--- src/rtl/fifo_ptr_ctrl.sv ---
// Pointer, occupancy and status-flag controller for a 16-entry FIFO with external storage.
// Define FIFO_PTR_CTRL_ERR_EN to add the sticky overflow/underflow error flags.
module fifo_ptr_ctrl #(
   parameter int AFULL_LVL  = 14,
   parameter int AEMPTY_LVL = 2
) (
   input  logic       clock,
   input  logic       reset,
   input  logic       push,
   input  logic       pop,
   input  logic       flush,
   output logic       wr_ok,
   output logic       rd_ok,
   output logic [3:0] wr_ptr,
   output logic [3:0] rd_ptr,
   output logic [4:0] count,
   output logic       full,
   output logic       empty,
   output logic       almost_full,
   output logic       almost_empty
`ifdef FIFO_PTR_CTRL_ERR_EN
   ,
   output logic       overflow,
   output logic       underflow
`endif
);

   localparam logic [4:0] DEPTH_CNT  = 5'd16;
   localparam logic [4:0] AFULL_CNT  = 5'(AFULL_LVL);
   localparam logic [4:0] AEMPTY_CNT = 5'(AEMPTY_LVL);

   logic [4:0] count_nxt;

   // Strobes use the registered flags so storage sees the current pointers.
   assign wr_ok = push & ~full  & ~flush;
   assign rd_ok = pop  & ~empty & ~flush;

   always_comb begin
      count_nxt = count;
      if (flush) begin
         count_nxt = '0;
      end else begin
         case ({wr_ok, rd_ok})
            2'b10:   count_nxt = count + 5'd1;
            2'b01:   count_nxt = count - 5'd1;
            default: count_nxt = count;
         endcase
      end
   end

   always_ff @(posedge clock) begin
      if (reset) begin
         wr_ptr       <= '0;
         rd_ptr       <= '0;
         count        <= '0;
         full         <= 1'b0;
         empty        <= 1'b1;
         almost_full  <= 1'b0;
         almost_empty <= 1'b1;
      end else begin
         if (flush) begin
            wr_ptr <= '0;
            rd_ptr <= '0;
         end else begin
            if (wr_ok) wr_ptr <= wr_ptr + 4'd1;
            if (rd_ok) rd_ptr <= rd_ptr + 4'd1;
         end
         // Flags follow the next-state count so they change on the same edge.
         count        <= count_nxt;
         full         <= (count_nxt == DEPTH_CNT);
         empty        <= (count_nxt == 5'd0);
         almost_full  <= (count_nxt >= AFULL_CNT);
         almost_empty <= (count_nxt <= AEMPTY_CNT);
      end
   end

`ifdef FIFO_PTR_CTRL_ERR_EN
   // Sticky until reset; flush deliberately leaves them alone.
   always_ff @(posedge clock) begin
      if (reset) begin
         overflow  <= 1'b0;
         underflow <= 1'b0;
      end else begin
         if (push & full  & ~flush) overflow  <= 1'b1;
         if (pop  & empty & ~flush) underflow <= 1'b1;
      end
   end
`endif

endmodule

--- config.mk ---
export PLATFORM = sky130hd
export DESIGN_NAME = fifo_ptr_ctrl
export DESIGN_NICKNAME = d
export VERILOG_FILES = /design/src/rtl/fifo_ptr_ctrl.sv
export SDC_FILE = /design/constraint.sdc
export NUM_CORES = 1
export LEC_CHECK = 0
export ABC_AREA = 1
export BUFFER_PORTS_ARGS = -buffer_cell sky130_fd_sc_hd__buf_2
export CAP_MARGIN = 20
export CORE_MARGIN = 4
export CORE_UTILIZATION = 51
export DETAILED_ROUTE_END_ITERATION = 16
export PLACE_DENSITY = 0.75
export RECOVER_POWER = 50
export SYNTH_ARGS = -nofsm -noshare
export SYNTH_HDL_FRONTEND = slang
export SYNTH_SLANG_ARGS = --single-unit
--- constraint.sdc ---
create_clock -name clock -period 2.6 [get_ports clock]
set_input_delay 0.52 -clock clock [delete_from_list [all_inputs] [get_ports clock]]
set_output_delay 0.52 -clock clock [all_outputs]
set_load 0.1 [all_outputs]
# Word level (Yosys, flattened, before mapping)
# Index checks and enable logic that the tools add are counted.
[classes]
eq_ne = 3
addsub = 4
n_reduce_logical = 2
bitwise_logic = 7
n_mux = 2
order_cmp = 2
[op_table]
columns = ["operator", "count"]
rows = [
  ["$pmux 5 s2", 1],
  ["$add 4x1->4 const B", 2],
  ["$add 5x1->5 const B", 1],
  ["$eq 5x5->1 const B", 1],
  ["$ge 5x4->1 const B", 1],
  ["$le 5x2->1 const B", 1],
  ["$logic_not 5->1", 1],
  ["$mux 5", 1],
  ["$sub 5x1->5 const B", 1],
  ["$and 1x1->1", 4],
  ["$not 1->1", 3],
  ["$eq 2x1->1 const B", 1],
  ["$eq 2x2->1 const B", 1],
  ["$reduce_or 2->1", 1],
]
[word_totals]
out_inout_bits = 19
ff_bits = 17
inputBits = 5
wordCells = 27

# Logic depth before layout (Yosys ltp)
[logic_depth]
word_depth = 7
ltp_mapped = 15
mapped_depth_nobuf = 15

# Least setup slack after synthesis
# No wires, ideal clock.
[synth_timing]
path_kind = "reg2reg"
start = "register full"
end = "register empty"
path_stages_with_launch = 12
arrival_time_ns = 3.685
n_path_buf = 0
period_less_slack_ns = 3.798
setup_slack_ns = -1.198
t_required_ns = 2.487
setup_ns = 0.113
path_cell_list = "dfxtp_1 -> inv_1 -> nand2_4 -> nor2_1 -> inv_1 -> ha_1 -> inv_1 -> a21oi_1 -> o21ai_0 -> and3_4 -> nand3_1 -> nand2_1"
[synth_via]
elab_chain_len = 7
elab_cells_between_ends = 8
cone_classes = "eq/ne: 2; mux: 2; bitwise: 3; reduce/logical: 1"
[synth_rtl]
columns = ["item", "line", "rtl"]
rows = [
  ["from (decl)", "17", "output logic full,"],
  ["from (signal assigned)", "70", "full <= (count_nxt == DEPTH_CNT);"],
  ["$not 1->1 *", "35", "assign wr_ok = push & ~full & ~flush;"],
  ["$and 1x1->1 * (2 in series)", "35", ""],
  ["net wr_ok", "12", "output logic wr_ok,"],
  ["$eq 2x1->1 or $eq 2x2->1 (tied branches)", "43", "case ({wr_ok, rd_ok})"],
  ["$pmux 5 s2 *", "43", ""],
  ["$mux 5 *", "40", "if (flush) begin"],
  ["$logic_not 5->1 *", "71", "empty <= (count_nxt == 5'd0);"],
  ["to (signal assigned)", "71", ""],
  ["to (decl)", "18", "output logic empty,"],
]
# The timed path passes the listed nets; every way through them passes the cells marked *.
# A chain may end at the register's enable or synchronous reset.

# Final worst setup path
[layout_timing]
start = "input flush"
end = "register full"
[layout_via]
elab_chain_len = 6
elab_cells_between_ends = 8
cone_classes = "eq/ne: 3; mux: 2; bitwise: 3"
[layout_rtl]
columns = ["item", "line", "rtl"]
rows = [
  ["from (decl)", "11", "input logic flush,"],
  ["$not 1->1", "35, 36", ""],
  ["$and 1x1->1 (on tied branches)", "36, 35", ""],
  ["$eq 2x1->1 or $eq 2x2->1 (tied branches)", "43", ""],
  ["$pmux 5 s2", "43", ""],
  ["$mux 5 *", "40", ""],
  ["$eq 5x5->1 *", "70", ""],
]
# Every way passes the cells marked *; elsewhere a longest branch is shown, timed or not.

==> reports/metrics.yaml <==
outcome: "completed"
synth_warnings: 0
nets: 164
fin_crit_ps: 2190
syn_avg_cell_area_um2: 7.76
synth_area_um2: 993
cts_tree: "done"
wire_per_inst_um: 10.9
num-fill-cells: 174
critPathKind: "primary input to register"
fin_crit_sh_pct: 84.1
viasPerCell: 5.04
track_usage_pct: 16.0
ys_ff_latch: 17
crit_path_end_kind: "register"
path_cells: "clkbuf_1 > nor2_1 > ha_1 > inv_1 > o21ai_0 > and3_4 > nand2_2 > nor2_2"
postCtsHoldBufs: 0
r2r_slack_ps: 570
crit_buf_inv: 2
ys.flop_type: "dfxtp_1"
dp_hpwl_mm: 1.63
cp.required_ps: 2820
overflow: 0
tightest_slew_ps: 1170
drt-initial-drc-count: 21
syn_to_final_growth_pct: 16.0
cts_made_buffers: 3
die_h_um: 52.1
cp_top_family: "buffers and inverters"
synth.most_common_cell: "dfxtp_1"
slew_headroom_pct: 22.4
ys_top_cells_by_count: "dfxtp_1 (17), inv_1 (15), nand2_1 (15), nor2_1 (15), a21oi_1 (12)"
worstPathMaxFanout: 10
finalSetupViolations: 0
post_cts_resized: 0
h-tree-depth: 1
drt-total-wl_mm: 1.94
yosysTopAreaCellShare_pct: 34.3
ys_seq_area_share_pct: 34.3
antenna_left: 0
start_util_pct: 55.7
cpMaxStageDelayCell: "clkbuf_1"
clkSlewWorstSetupHoldPaths_ps: 90
post_cts_buffers: 0
die-area_mm2: 0.00272
vias: 903
clk_root_buffer_cell: "clkbuf_4"
hold_path_startpoint: "rd_ptr[3]"
powerDensity_mw_per_mm2: 550
critPathMaxStageDelay_ps: 540
p_leak_nw: 0.527
start_kind: "primary input"
design.core.area_mm2: 0.00178
skew_ps: 3.76
hold_class: "register to register"
clock_path_buffers: 2
antenna_found_initial: 0
drive_above_1_share_pct: 26.6
postPlaceCellArea_mm2: 0.00114
row_count: 15
syn-num-nets: 137
grt_pass1_wl_mm: 3.31
synth_top_cell_by_area: "dfxtp_1"
clock.fmax_mhz: 457
peakVddDrop_mv: 0.313
pin_count: 24
hold_viol: 0
syn_inst: 128
synth-async-reset-ratio_pct: 0
maxCapViolations: 0
synthTopCellsByArea: "dfxtp_1 (34%), a21oi_1 (6.0%), inv_1 (5.7%)"
reg2reg_depth: 10
port-buffer-count: 23
clk_latency_ps: 280
report.final.slew_viol_count: 0
grt_pass1_vias: 844
dieWidth_um: 52.1
dr.pass1.iters: 4
synth-edff-count: 0
yosysUniqueCellTypes: 30
n_antenna_cell: 0
rr_endpoint: "full"
drc: 0
cts_sinks: 17
hold_depth: 1
gp_congestion: 0.803
final.setup.tns_ps: 0
rr_startpoint: "full"
grt_start_max_net_pins: 11
cp.arrival_ps: 2410
fin_area_mm2: 0.00115
rsz0062_at_grt: "no"
hold_end: "rd_ptr[3]"
[power by group]
part	leakage [nW]	total, mW	internal [mW]	switching (mW)
Combinational	0.373	0.216	0.0452	0.171
Clock	0.0150	0.136	0.0595	0.0762
Sequential	0.139	0.282	0.272	0.0106
Total	0.527	0.634	0.376	0.258
[worst max path at each step]
stage | slack, ps | endpoint | cells after the start | from
after floorplan | 50 | empty | 11 | full
after global placement | 400 | full | 9 | flush
after detailed placement | 390 | full | 9 | flush
after CTS | 590 | full | 10 | full
after global routing | 240 | empty | 14 | flush
final | 410 | full | 8 | flush
[cells by family (layout without fill, tap and decap cells)]
logic type,after synthesis,after routing,share of synthesized area (%)
buf+inv,19,45,8.19
xor+xnor,1,1,0.882
simple gates,61,61,36.1
flops,17,17,34.3
fa+ha+maj,4,4,5.04
compound gates,26,26,15.5
[cells in the final DEF, fill, tap and decap left out, drive strengths merged]
cell type  Yosys  routed
a21oi         13      13
and3           2       2
buf            1      12
clkbuf         0      15
dfxtp         17      17
ha             4       4
inv           18      18
nand2         23      23
nand3         15      15
nand4          1       1
nor2          18      18
nor3           1       1
nor3b          1       1
o21a           1       1
o21ai         11      11
o21bai         1       1
xor2           1       1
[through the flow]
stage	hold WS, ps	utilization (%)	total power, mW	instances	setup slack [ps]
2_1_floorplan	592	-	0.474	128	54.8
3_3_place_gp	427	63.9	0.504	175	396
3_5_place_dp	444	63.9	0.507	175	395
4_1_cts	459	65.4	0.641	179	589
5_1_grt	497	64.6	0.663	179	239
6_report	458	64.6	0.634	179	413
[per-layer routing]
layer	global-route usage [%]	vias up	part of all wire [%]
met3	2.58	4	4.2
met5	0	-	0
met1	17.2	410	43
met4	6.38	0	1.0
met2	30.3	17	51
li1	-	472	-
[cell type report]
class	count	area (um^2)	area share, %
Multi-Input combinational cell	92	579	50.3
Clock buffer	4	26.3	2.28
Timing Repair Buffer	23	101	8.79
Sequential cell	17	344	29.9
Tap cell	25	31.3	2.71
Inverter	18	70.1	6.08
[sequential cells by signal (all words and copies together) (netlist names)]
register      count
wr_ptr            4
count             5
rd_ptr            4
almost_full       1
full              1
almost_empty      1
empty             1
Note: power is estimated with default switching activity, not from simulation.
